==> config.mk <==
export PLATFORM = sky130hd
export DESIGN_NAME = uart_tx_arbiter
export DESIGN_NICKNAME = d
export VERILOG_FILES = /design/src/rtl/uart_tx_arbiter.sv
export SDC_FILE = /design/constraint.sdc
export NUM_CORES = 1
export LEC_CHECK = 0
export BUFFER_PORTS_ARGS = -buffer_cell sky130_fd_sc_hd__buf_2
export CORE_MARGIN = 4
export CORE_UTILIZATION = 47
export CTS_CLUSTER_DIAMETER = 200
export CTS_CLUSTER_SIZE = 30
export DETAILED_ROUTE_END_ITERATION = 7
export GPL_ROUTABILITY_DRIVEN = 0
export PLACE_DENSITY_LB_ADDON = 0.05
export REMOVE_ABC_BUFFERS = 1
export SLEW_MARGIN = 15
export SYNTH_ARGS = -nofsm -noshare
export SYNTH_HDL_FRONTEND = slang
export SYNTH_SLANG_ARGS = --single-unit
==> constraint.sdc <==
create_clock -name sys_clk -period 3.1 [get_ports sys_clk]
set_clock_uncertainty 0.15 [all_clocks]
set_input_delay 0.62 -clock sys_clk [delete_from_list [all_inputs] [get_ports sys_clk]]
set_output_delay 0.62 -clock sys_clk [all_outputs]
set_load 0.03 [all_outputs]
==> src/rtl/uart_tx_arbiter.sv <==
// Round-robin packet arbiter sharing the 32-bit UART bridge write port.
// Each owner sends a header word and then `len` payload words. A stall
// watchdog pads and closes packets whose owner stops supplying data.
module uart_tx_arbiter #(
    parameter int unsigned NUM_REQ        = 4,
    parameter int unsigned SYS_DATA_WIDTH = 32,
    parameter int unsigned LEN_WIDTH      = 16,
    parameter int unsigned STALL_LIMIT    = 1024
) (
    input  logic                                sys_clk,
    input  logic                                sys_rst_n,
    input  logic [NUM_REQ-1:0]                  req,
    input  logic [NUM_REQ*LEN_WIDTH-1:0]        req_len,
    input  logic [NUM_REQ*SYS_DATA_WIDTH-1:0]   req_data,
    input  logic [NUM_REQ-1:0]                  req_data_valid,
    output logic [NUM_REQ-1:0]                  req_data_ready,
    output logic [NUM_REQ-1:0]                  grant,
    output logic                                busy,
    output logic                                err_stall,
    output logic [SYS_DATA_WIDTH-1:0]           sys_write_data,
    output logic                                sys_write_data_valid,
    input  logic                                sys_write_data_permitted
);

    localparam int unsigned IDX_W   = (NUM_REQ > 1) ? $clog2(NUM_REQ) : 1;
    localparam int unsigned STALL_W = $clog2(STALL_LIMIT + 1);

    typedef enum logic [1:0] {
        ST_IDLE,
        ST_HEADER,
        ST_PAYLOAD,
        ST_PAD
    } state_e;

    state_e                      state_q;
    logic [NUM_REQ-1:0]          grant_q;
    logic [IDX_W-1:0]            idx_q;
    logic [IDX_W-1:0]            rr_ptr_q;
    logic [LEN_WIDTH-1:0]        remain_q;
    logic [STALL_W-1:0]          stall_q;
    logic [SYS_DATA_WIDTH-1:0]   wdata_q;
    logic                        wvalid_q;
    logic                        err_q;

    logic [IDX_W-1:0]            cand_idx;
    logic [IDX_W-1:0]            pick_idx;
    logic                        pick_vld;
    logic [LEN_WIDTH-1:0]        pick_len;
    logic [SYS_DATA_WIDTH-1:0]   g_data;
    logic                        g_valid;
    logic                        xfer;
    logic [IDX_W-1:0]            rr_next;

    // Round-robin pick: first set request scanning upward from rr_ptr with wrap
    always_comb begin
        cand_idx = '0;
        pick_idx = '0;
        pick_vld = 1'b0;
        for (int unsigned k = 0; k < NUM_REQ; k++) begin
            cand_idx = IDX_W'((32'(rr_ptr_q) + k) % NUM_REQ);
            if (!pick_vld && req[cand_idx]) begin
                pick_vld = 1'b1;
                pick_idx = cand_idx;
            end
        end
    end

    // Length field of the picked requester
    always_comb begin
        pick_len = '0;
        for (int unsigned k = 0; k < NUM_REQ; k++) begin
            if (pick_idx == IDX_W'(k)) begin
                pick_len = req_len[k*LEN_WIDTH +: LEN_WIDTH];
            end
        end
    end

    // Payload word and valid of the current owner
    always_comb begin
        g_data  = '0;
        g_valid = 1'b0;
        for (int unsigned k = 0; k < NUM_REQ; k++) begin
            if (idx_q == IDX_W'(k)) begin
                g_data  = req_data[k*SYS_DATA_WIDTH +: SYS_DATA_WIDTH];
                g_valid = req_data_valid[k];
            end
        end
    end

    // A payload word moves only in PAYLOAD with FIFO headroom and owner data
    assign xfer           = (state_q == ST_PAYLOAD) && sys_write_data_permitted && g_valid;
    assign req_data_ready = xfer ? grant_q : '0;

    // Pointer advances past the owner when its packet completes
    assign rr_next = (idx_q == IDX_W'(NUM_REQ - 1)) ? '0 : idx_q + IDX_W'(1);

    // Packet FSM with registered write port, grant and stall pulse
    always_ff @(posedge sys_clk) begin
        if (!sys_rst_n) begin
            state_q  <= ST_IDLE;
            grant_q  <= '0;
            idx_q    <= '0;
            rr_ptr_q <= '0;
            remain_q <= '0;
            stall_q  <= '0;
            wdata_q  <= '0;
            wvalid_q <= 1'b0;
            err_q    <= 1'b0;
        end else begin
            wvalid_q <= 1'b0;
            err_q    <= 1'b0;
            case (state_q)
                ST_IDLE: begin
                    if (pick_vld) begin
                        grant_q  <= NUM_REQ'(1) << pick_idx;
                        idx_q    <= pick_idx;
                        remain_q <= pick_len;
                        state_q  <= ST_HEADER;
                    end
                end
                ST_HEADER: begin
                    if (sys_write_data_permitted) begin
                        wdata_q  <= SYS_DATA_WIDTH'({8'hA5, 8'(idx_q), 16'(remain_q)});
                        wvalid_q <= 1'b1;
                        if (remain_q == '0) begin
                            grant_q  <= '0;
                            rr_ptr_q <= rr_next;
                            state_q  <= ST_IDLE;
                        end else begin
                            stall_q <= '0;
                            state_q <= ST_PAYLOAD;
                        end
                    end
                end
                ST_PAYLOAD: begin
                    if (xfer) begin
                        wdata_q  <= g_data;
                        wvalid_q <= 1'b1;
                        remain_q <= remain_q - LEN_WIDTH'(1);
                        stall_q  <= '0;
                        if (remain_q == LEN_WIDTH'(1)) begin
                            grant_q  <= '0;
                            rr_ptr_q <= rr_next;
                            state_q  <= ST_IDLE;
                        end
                    end else if (sys_write_data_permitted) begin
                        // Only cycles with headroom count toward the watchdog
                        if (stall_q == STALL_W'(STALL_LIMIT - 1)) begin
                            err_q   <= 1'b1;
                            state_q <= ST_PAD;
                        end else begin
                            stall_q <= stall_q + STALL_W'(1);
                        end
                    end
                end
                ST_PAD: begin
                    if (sys_write_data_permitted) begin
                        wdata_q  <= '0;
                        wvalid_q <= 1'b1;
                        remain_q <= remain_q - LEN_WIDTH'(1);
                        if (remain_q == LEN_WIDTH'(1)) begin
                            grant_q  <= '0;
                            rr_ptr_q <= rr_next;
                            state_q  <= ST_IDLE;
                        end
                    end
                end
                default: begin
                    state_q <= ST_IDLE;
                end
            endcase
        end
    end

    assign grant                = grant_q;
    assign busy                 = (state_q != ST_IDLE);
    assign err_stall            = err_q;
    assign sys_write_data       = wdata_q;
    assign sys_write_data_valid = wvalid_q;

endmodule

==> flow_metrics.py <==
metrics = {
    "status": {
        "run_status": "finished, final reports clean",
    },
    "die": {
        "fp.dieArea_mm2": 0.0125,
        "io_pins": 246,
        "die_w_um": 112,
        "core_area_mm2": 0.0104,
        "floorplan.initialDensity_pct": 48.7,
        "die_height_um": 112,
        "rows": 37,
    },
    "finish": {
        "fin_util_pct": 63.5,
        "fillers": 967,
        "drive_gt1_share_pct": 36.4,
        "nets": 1084,
        "seqCellArea_mm2": 0.00142,
        "area_delta_synth_final_pct": 30.5,
        "insertedDiodeCount": 0,
        "multi_input_area_mm2": 0.00331,
    },
    "placement": {
        "dp_hpwl_um": 14300,
        "numPortBuffers": 245,
    },
    "synth": {
        "ys.flop_type": "dfxtp_1",
        "synth.most_common_cell": "nor2_1",
        "synthDistinctLibCells": 82,
        "synth_edf_count": 0,
        "synth_warnings": 0,
        "synthCells": 647,
        "netlist.area_leader.share_pct": 28.2,
        "avgSynthCellArea_um2": 7.80,
        "synth_area_leaders": "dfxtp_1 (28%), a21oi_1 (6.8%), nor2_1 (5.7%)",
        "synth_seq_cells": 71,
        "yosysTopAreaCell": "dfxtp_1",
        "yosysSeqAreaShare_pct": 28.2,
        "async_flop_share_pct": 0,
        "synthesis.area_mm2": 0.00505,
        "synth.top_cells.by_count": "nor2_1 (77), dfxtp_1 (71), a21oi_1 (69)",
    },
    "routing": {
        "drt-total-wl_um": 19100,
        "post-route-drc-count": 0,
        "antenna_left": 0,
        "first_pass_iters": 5,
        "drt_iter0_drc": 485,
        "vias": 6168,
        "wl_per_cell_um": 18.8,
        "via_per_inst": 6.08,
    },
    "global_route": {
        "grt_max_degree": 43,
        "grt_use_total_pct": 29.7,
        "gr-total-overflow": 0,
        "antenna_found_initial": 0,
        "grt_pass1_vias": 6174,
        "grt_pass1_wl_um": 30400,
    },
    "power_and_ir_drop": {
        "power.density_mw_per_mm2": 646,
        "power_leakage_nw": 2.85,
        "peakVddDrop_mv": 0.299,
    },
    "sta": {
        "setup_violations": 0,
        "fin_crit_sh_pct": 95.1,
        "timing.slew.headroom_pct": 24.7,
        "rsz0062_at_grt": "no",
        "max_freq_mhz": 339,
        "worst_pin_slew_ns": 1.12,
        "slew_violations": 0,
        "period_minus_slack_ns": 2.95,
        "setup_tns_ns": 0,
        "hold_viol": 0,
    },
    "critical_path": {
        "crit_family": "buffers and inverters",
        "crit_path_start": "idx_q[1]$_SDFFE_PN0P_",
        "startpoint_type": "flop",
        "crit_cells": 8,
        "worstPathCellList": "inv_1, ha_1, buf_4, nand3b_4, nand2_1, a41o_1, and3_1, buf_2",
        "worstRegToRegCells": 11,
        "endpoint_kind": "output pin",
        "crit_path_top_delay_cell": "dfxtp_2",
        "path_class": "flop to output pin",
        "r2r_start": "idx_q[1]$_SDFFE_PN0P_",
        "crit_fanout": 12,
        "max_stage_delay_ns": 0.34,
        "path_buf_inv": 3,
        "worstPathArrival_ns": 2.18,
        "crit_required_ns": 2.33,
        "regToRegSetupSlack_ns": 0.29,
    },
    "clock_tree": {
        "cts_htree_levels": 3,
        "clk_pin_slew_ns": 0.08,
        "cts-buffers-inserted": 9,
        "cts_tree": "done",
        "clk_latency_ns": 0.36,
        "clockRootBuffer": "clkbuf_8",
        "clock-sinks": 71,
        "cts.path.max_buffers": 2,
    },
    "hold_path": {
        "worstHoldStart": "stall_q[10]$_SDFFE_PN0P_",
        "min_path_cells": 2,
        "hold_class": "flop to flop",
    },
    "flow_run": {
        "cap_violations": 0,
    },
}
## state kept, by name, indices dropped and copies added (netlist names)
name                  count
sys_write_data           32
state_q                   2
idx_q                     2
remain_q                 16
grant                     4
stall_q                  11
sys_write_data_valid      1
err_stall                 1
rr_ptr_q                  2
## layer usage
layer	global-route usage [%]	wire length, µm	vias to the layer above
met2	53.2	9540	296
met5	0	0	-
met4	10.1	591	0
met1	35.1	7550	2884
met3	6.20	1420	51
li1	-	-	2937
## what timing repair did
action | CTS | global route
setup endpoints to repair | 0 | 4
buffers inserted | 0 | 1
hold buffers | 0 | 0
gates resized for setup | 0 | 3
## layout by cell type (no fill, tap or decap), types with 5 or more instances in the layout
master / netlist / layout
a2bb2oi_1: 18 / 18
ha_1: 8 / 7
a31oi_1: 5 / 5
nand4_1: 6 / 6
buf_2: 7 / 245
a221oi_1: 30 / 30
nor2_1: 77 / 77
a21oi_1: 69 / 69
nor3_1: 26 / 26
a221o_1: 5 / 5
or3_1: 5 / 5
a22oi_1: 13 / 13
nand2_1: 49 / 49
clkbuf_8: 3 / 11
inv_1: 13 / 13
buf_4: 2 / 23
o22ai_1: 12 / 12
o31ai_1: 11 / 11
o21ai_0: 34 / 34
dfxtp_1: 71 / 69
nand2b_1: 6 / 6
mux2i_1: 14 / 14
o21a_1: 6 / 6
and3_1: 7 / 7
o221ai_1: 5 / 5
nand3_1: 15 / 15
## worst paths after layout
check                                                  to
worst max-delay path                    req_data_ready[1]
worst min-delay path             stall_q[10]$_SDFFE_PN0P_
worst max register to register  remain_q[10]$_SDFFE_PN0P_
worst min register to register   stall_q[10]$_SDFFE_PN0P_
## cells by family after synthesis
kind of cell / Yosys count / share of synthesized area [%]
AO/OA/AOI/OAI: 259 / 37.2
AND/OR/NAND/NOR: 221 / 22.2
flip-flops: 71 / 28.2
buffers and inverters: 68 / 6.42
multiplexers: 18 / 3.67
adder cells (fa/ha/maj): 8 / 1.98
XOR/XNOR: 2 / 0.347
## worst min-delay path, delay by kind of cell (launching register included)
| kind | cells | cell delay [ns] |
|---|---|---|
| and+or+nand+nor | 2 | 0.10 |
| DFF | 1 | 0.34 |
## layout make-up
class / instances / area share, %
multi-input combinational: 508 / 50.3
sequential: 71 / 21.6
tap: 136 / 2.58
clock inverter: 4 / 0.817
inverter: 14 / 0.798
clock buffer: 12 / 2.35
timing repair buffer: 269 / 21.5
## metrics by stage
stage               std cells  area, µm²  worst slack [ns]  hold WS (ns)  power [mW]
floorplan                 593       4780            -0.891         0.299        2.71
finish                   1014       6590             0.152         0.329        4.26
global route             1014       6590            0.0270         0.351        4.55
detailed placement        997       6360             0.343         0.314        3.46
global placement          997       6360             0.410         0.313        3.41
CTS                      1013       6570            0.0674         0.330        4.25
## power by group
group	leakage (nW)	internal (mW)	switching, mW	total, mW
Clock	0.0988	0.417	0.366	0.783
Combinational	2.17	0.881	1.31	2.19
Sequential	0.581	1.07	0.206	1.28
(Power assumes the default switching activity.)
